`config.mk`:
```
export PLATFORM = sky130hd
export DESIGN_NAME = alu_bus_master
export DESIGN_NICKNAME = d
export VERILOG_FILES = /design/src/rtl/alu_bus_pkg.sv /design/src/rtl/alu_bus_timeout_ctr.sv /design/src/rtl/alu_bus_master.sv
export SDC_FILE = /design/constraint.sdc
export NUM_CORES = 1
export LEC_CHECK = 0
export ABC_AREA = 0
export BUFFER_PORTS_ARGS = -buffer_cell sky130_fd_sc_hd__buf_2
export CAP_MARGIN = 20
export CORE_UTILIZATION = 47
export DETAILED_ROUTE_END_ITERATION = 7
export GPL_TIMING_DRIVEN = 0
export PLACE_DENSITY = 0.75
export REMOVE_ABC_BUFFERS = 1
export SLEW_MARGIN = 20
export SYNTH_ARGS = -nofsm -noshare
export SYNTH_HDL_FRONTEND = slang
export SYNTH_SLANG_ARGS = --single-unit
export TNS_END_PERCENT = 1
```
`constraint.sdc`:
```
create_clock -name clk -period 1.6 [get_ports clk]
set_input_delay 0.08 -clock clk [delete_from_list [all_inputs] [get_ports clk]]
set_output_delay 0.08 -clock clk [all_outputs]
set_load 0.02 [all_outputs]
```
`src/rtl/alu_bus_pkg.sv`:
```
// rtl/alu_bus_pkg.sv - shared opcode/state types for the byte-serial ALU control bus
package alu_bus_pkg;

    typedef enum logic [1:0] {
        OP_ADD = 2'd0,
        OP_SUB = 2'd1,
        OP_MUL = 2'd2,
        OP_DIV = 2'd3
    } alu_op_e;

    typedef enum logic [3:0] {
        ST_IDLE,
        ST_START,
        ST_GAP,
        ST_OP_AH,
        ST_OP_A,
        ST_OP_B,
        ST_WAIT,
        ST_CAP0,
        ST_CAP1,
        ST_RESP
    } bus_state_e;

    function automatic logic [1:0] op_result_bytes(input alu_op_e op);
        return (op == OP_MUL || op == OP_DIV) ? 2'd2 : 2'd1;
    endfunction

    function automatic logic op_has_hi_operand(input alu_op_e op);
        return op == OP_DIV;
    endfunction

endpackage

```
`src/rtl/alu_bus_timeout_ctr.sv`:
```
// rtl/alu_bus_timeout_ctr.sv - loadable down-counter with expiry flag for the WAIT phase
module alu_bus_timeout_ctr #(
    parameter int W = 8
) (
    input  logic         clk,
    input  logic         rst_n,
    input  logic         load,
    input  logic [W-1:0] load_val,
    input  logic         dec,
    output logic         expired
);

    logic [W-1:0] cnt;

    always_ff @(posedge clk or negedge rst_n) begin
        if (!rst_n) begin
            cnt <= '0;
        end else if (load) begin
            cnt <= load_val;
        end else if (dec && cnt != '0) begin
            cnt <= cnt - 1'b1;
        end
    end

    assign expired = (cnt == '0);

endmodule

```
`src/rtl/alu_bus_master.sv`:
```
// rtl/alu_bus_master.sv - serialises one ALU command onto INBUS and returns the packed result
module alu_bus_master
    import alu_bus_pkg::*;
#(
    parameter int TIMEOUT_CYCLES = 255,
    parameter int DATA_W         = 8
) (
    input  logic              clk,
    input  logic              rst_n,
    input  logic              cmd_valid,
    output logic              cmd_ready,
    input  logic [1:0]        cmd_op,
    input  logic [15:0]       cmd_a,
    input  logic [7:0]        cmd_b,
    output logic              rsp_valid,
    input  logic              rsp_ready,
    output logic [15:0]       rsp_data,
    output logic [7:0]        rsp_rem,
    output logic              rsp_timeout,
    output logic [DATA_W-1:0] alu_inbus,
    output logic              alu_start,
    input  logic [DATA_W-1:0] alu_outbus,
    input  logic              alu_finish
);

    localparam int CTR_W = (TIMEOUT_CYCLES > 1) ? $clog2(TIMEOUT_CYCLES) : 1;

    bus_state_e        state, state_d;
    alu_op_e           op_q;
    logic [15:0]       a_q;
    logic [7:0]        b_q;
    logic [DATA_W-1:0] byte0, byte1;
    logic              tmo_q;
    logic              expired;

    // Reloaded every non-WAIT cycle so WAIT always starts from a full budget.
    alu_bus_timeout_ctr #(.W(CTR_W)) u_tmo (
        .clk      (clk),
        .rst_n    (rst_n),
        .load     (state != ST_WAIT),
        .load_val (CTR_W'(TIMEOUT_CYCLES - 1)),
        .dec      (state == ST_WAIT),
        .expired  (expired)
    );

    always_ff @(posedge clk or negedge rst_n) begin
        if (!rst_n) begin
            state <= ST_IDLE;
        end else begin
            state <= state_d;
        end
    end

    always_comb begin
        state_d   = state;
        cmd_ready = 1'b0;
        alu_start = 1'b0;
        alu_inbus = '0;
        rsp_valid = 1'b0;
        case (state)
            ST_IDLE: begin
                cmd_ready = 1'b1;
                if (cmd_valid) state_d = ST_START;
            end
            ST_START: begin
                alu_start = 1'b1;
                alu_inbus = {6'b0, op_q};
                state_d   = ST_GAP;
            end
            ST_GAP: begin
                alu_inbus = {6'b0, op_q};
                state_d   = op_has_hi_operand(op_q) ? ST_OP_AH : ST_OP_A;
            end
            ST_OP_AH: begin
                alu_inbus = a_q[15:8];
                state_d   = ST_OP_A;
            end
            ST_OP_A: begin
                alu_inbus = a_q[7:0];
                state_d   = ST_OP_B;
            end
            ST_OP_B: begin
                alu_inbus = b_q;
                state_d   = ST_WAIT;
            end
            ST_WAIT: begin
                if (alu_finish) begin
                    state_d = (op_result_bytes(op_q) == 2'd2) ? ST_CAP0 : ST_RESP;
                end else if (expired) begin
                    state_d = ST_RESP;
                end
            end
            ST_CAP0: state_d = ST_RESP;
            ST_RESP: begin
                rsp_valid = 1'b1;
                if (rsp_ready) state_d = ST_IDLE;
            end
            default: state_d = ST_IDLE;
        endcase
    end

    always_ff @(posedge clk or negedge rst_n) begin
        if (!rst_n) begin
            op_q  <= OP_ADD;
            a_q   <= '0;
            b_q   <= '0;
            byte0 <= '0;
            byte1 <= '0;
            tmo_q <= 1'b0;
        end else begin
            case (state)
                ST_IDLE: begin
                    if (cmd_valid) begin
                        op_q  <= alu_op_e'(cmd_op);
                        a_q   <= cmd_a;
                        b_q   <= cmd_b;
                        byte0 <= '0;
                        byte1 <= '0;
                        tmo_q <= 1'b0;
                    end
                end
                ST_WAIT: begin
                    if (alu_finish) byte0 <= alu_outbus;
                    else if (expired) tmo_q <= 1'b1;
                end
                ST_CAP0: byte1 <= alu_outbus;
                default: ;
            endcase
        end
    end

    // MUL returns product lo/hi; DIV returns remainder then quotient.
    always_comb begin
        rsp_data    = '0;
        rsp_rem     = '0;
        rsp_timeout = 1'b0;
        if (state == ST_RESP) begin
            rsp_timeout = tmo_q;
            if (!tmo_q) begin
                case (op_q)
                    OP_MUL:  rsp_data = {byte1, byte0};
                    OP_DIV: begin
                        rsp_data = {8'h00, byte1};
                        rsp_rem  = byte0;
                    end
                    default: rsp_data = {8'h00, byte0};
                endcase
            end
        end
    end

endmodule

```
==> parameters.txt <==
Parameter                              Value

Setup path
  Bufs and invs on worst path    2
  Path type of the worst setup path    reg -> out
  Biggest fanout along the worst timing path    8
  Arrival time at the worst endpoint    1.90 ns
  Max incr delay on CP    0.58 ns
  Data required time of the worst path    1.52 ns
  Worst-path cell chain    nor4bb_4 -> a222oi_1 -> inv_1 -> buf_2
  Crit end category    output pin
  Kind of launch point of the worst setup path    flip-flop
  Dominant delay contributor by cell family on the critical path    flip-flops
  Crit path max-delay cell type    sky130_fd_sc_hd__dfrtp_4

Synthesis
  Post-synth design cell area    2820 um2
  Register area share after synthesis    0.487
  Distinct cells, synth    47
  Count of mapped cells out of synthesis    269
  Ranking of synthesized cells by area    sky130_fd_sc_hd__dfrtp_1 (49%), sky130_fd_sc_hd__mux2_2 (8.4%), sky130_fd_sc_hd__nand2_1 (4.7%)
  Primary FF master, synth    sky130_fd_sc_hd__dfrtp_1
  Cell accounting for the most synthesized area    sky130_fd_sc_hd__dfrtp_1
  Portion of synthesized cell area occupied by the leading cell type    0.487
  Synthesis Warnings    0
  Post-synth EDFFs    0
  Share of synthesized registers carrying an async set or reset    1.00
  Flip-flop and latch count after synthesis    55
  Mean post-synth cell area    10.5 um2

Timing
  Unrepaired setup endpoints after global routing    true
  Tmin final    1.98 ns
  Final slew viol count    0
  # setup viols final    82
  Worst Slack Setup Final    -0.375 ns
  Hold Worst Slack    -0.00110 ns
  Sum of negative setup slack    -17.51 ns
  Slew of the pin with the lowest slew margin    0.851 ns
  Worst clock skew    0.0170 ns
  Rel. slew slack    0.433
  Post-route clock period utilization    1.23
  Highest clock frequency the design can meet    506 MHz
  Final number of hold-violating endpoints    1

Route
  Detailed-route wire length    8.65 mm
  DRC violation total after the first TritonRoute iteration    213
  Via total after detailed routing    2770
  Number of nets with antenna violations after detailed routing    0
  DR WL/cell    19.0 um
  Residual DRC count    0
  Post-detailed-route via-to-cell ratio    6.09
  First-pass iteration count of the detailed router    5

Clock network
  Worst-Skew Late Latency    0.31 ns
  Number of buffers inserted during clock tree synthesis    5
  Number of clock sinks    55
  Clock root cell    sky130_fd_sc_hd__clkbuf_8
  Deepest level of the CTS H-tree    2
  Buffer depth of the longest clock path    2
  CTS tree    done
  Clock slew seen by the registers of the worst setup and hold paths    0.11 ns

Pwr
  Leakage Power    1.82 nW
  Sum of internal, switching and leakage power    6.89 mW
  Power per unit of standard cell area    1670 nW/um2
  Worst VDD drop    0.932 mV

Die
  Effective utilization at floorplan    0.501
  Height of the die    79.5 um
  Placeable core region    5640 um2
  I/O pin cnt    75
  X dimension of the die    79.5 um
  Total Die Area    6320 um2
  Core Rows    27

Global route
  Initial antenna violation count    0
  Vias in the first global route    2622
  Wire length of the first global-routing pass    12.7 mm
  Total congestion overflow after global routing    0
  GRT Overall Usage    0.265
  Maximum number of pins on one net before global-route repair    56

Layout
  Number of inserted diodes    0
  Most common cell after layout, fill and taps aside    sky130_fd_sc_hd__buf_2
  Nets    423
  Fraction of final layout cells with drive strength greater than 1    0.444
  Commonest cells after routing, fill and taps aside    sky130_fd_sc_hd__buf_2 (49), sky130_fd_sc_hd__dfrtp_1 (48), sky130_fd_sc_hd__nand2_1 (33), sky130_fd_sc_hd__buf_4 (30), sky130_fd_sc_hd__dlygate4sd3_1 (21)
  P&R area growth vs syn    45.8%

Run status
  Failing checks    negative hold slack, negative setup slack
  Run status    finished with violations

Hold path
  Kind of path behind the tightest hold check    in -> reg

Run
  Number of max-capacitance violations reported    0

Placement
  Final weighted congestion in routability-driven placement    0.855
  Number of I/O port buffers    74
  Hpwl dp    4.39 mm
kinds of logic (layout without fill, tap and decap cells):
family          count (synthesis)  after routing  synth area share
compound gates                 61             61             0.148
fa+ha+maj                       2              2           0.00886
buf+inv                        28            140            0.0465
flops                          55             55             0.487
mux                            28             28             0.112
simple gates                   95             97             0.197
path summary, 6_finish.rpt:
path	start	to	slack [ns]	cells past startpoint
hold / removal	cmd_a[14]	a_q[14]$_DFFE_PN0P_	-0.001	2
setup / recovery	state[3]$_DFFE_PN0P_	alu_inbus[7]	-0.38	4
min in group asynchronous	rst_n	b_q[5]$_DFFE_PN0P_	0.34	2
setup reg to reg	state[1]$_DFFE_PN0P_	byte0[0]$_DFFE_PN0P_	-0.31	5
max in group asynchronous	rst_n	state[3]$_DFFE_PN0P_	0.70	2
hold reg to reg	a_q[9]$_DFFE_PN0P_	a_q[9]$_DFFE_PN0P_	0.49	1
power breakdown:
group	total [mW]	switching, mW	leakage [nW]	internal [mW]
combinational	3.25	1.59	1.09	1.66
sequential	2.55	0.570	0.657	1.98
clock	1.09	0.463	0.0644	0.624
synth_stat cells (all sizes together), types with 3 or more instances:
library cell   n
nor4bb         3
and2          19
nand3b         3
o21ai         17
o31ai          4
or4            4
nor4           4
buf           11
mux2          28
a22o           8
clkbuf         5
nand3          4
inv           12
a222oi         6
nand2         35
a22oi          5
nor3           4
dfrtp         55
nor2b          3
a21oi         12
repair_timing:
| action | 4_1_cts | 5_1_grt |
|---|---|---|
| endpoints found under the hold margin | 76 | 0 |
| setup buffers | 17 | 8 |
| cloned | 1 | 1 |
| endpoints found under the setup margin | 91 | 85 |
| resized for setup | 58 | 48 |
| hold buffers | 21 | 0 |
| pin swaps | 13 | 13 |
flip-flops by register name (all words and copies together), names as in the netlist:
register / count
b_q: 8
a_q: 16
byte1: 8
op_q: 2
tmo_q: 1
u_tmo.cnt: 8
state: 4
byte0: 8
routing by layer:
| metal | share of wire | vias up | global-route usage |
|---|---|---|---|
| li1 | - | 1209 | - |
| met1 | 0.40 | 1355 | 0.317 |
| met2 | 0.50 | 166 | 0.460 |
| met3 | 0.067 | 40 | 0.0434 |
| met4 | 0.040 | 0 | 0.129 |
| met5 | 0 | - | 0 |
final cells by class:
cell class	instances	area (um2)
fill	369	1520
clock inverter	3	67.6
multi-input combinational	188	1540
inverter	12	45.0
tap	72	90.1
clock buffer	5	68.8
timing repair buffer	120	918
sequential	55	1390
worst register-to-register path: stages, from the launching register on:
cell,delay (ns)
sky130_fd_sc_hd__dfrtp_2,0.47
sky130_fd_sc_hd__buf_4,0.17
sky130_fd_sc_hd__buf_4,0.14
sky130_fd_sc_hd__nor4bb_4,0.17
sky130_fd_sc_hd__a22oi_1,0.65
sky130_fd_sc_hd__a22o_1,0.25
per-stage QoR:
step           instance area, um2  setup slack, ns  utilization  cells
2_1_floorplan                2740           -0.947            -    253
3_3_place_gp                 3200            -1.25        0.567    399
3_5_place_dp                 3210           -0.805        0.570    399
4_1_cts                      3920           -0.327        0.695    446
5_1_grt                      4120           -0.446        0.730    455
6_report                     4120           -0.375        0.730    455
No activity file was read; power rests on OpenSTA's default activity.
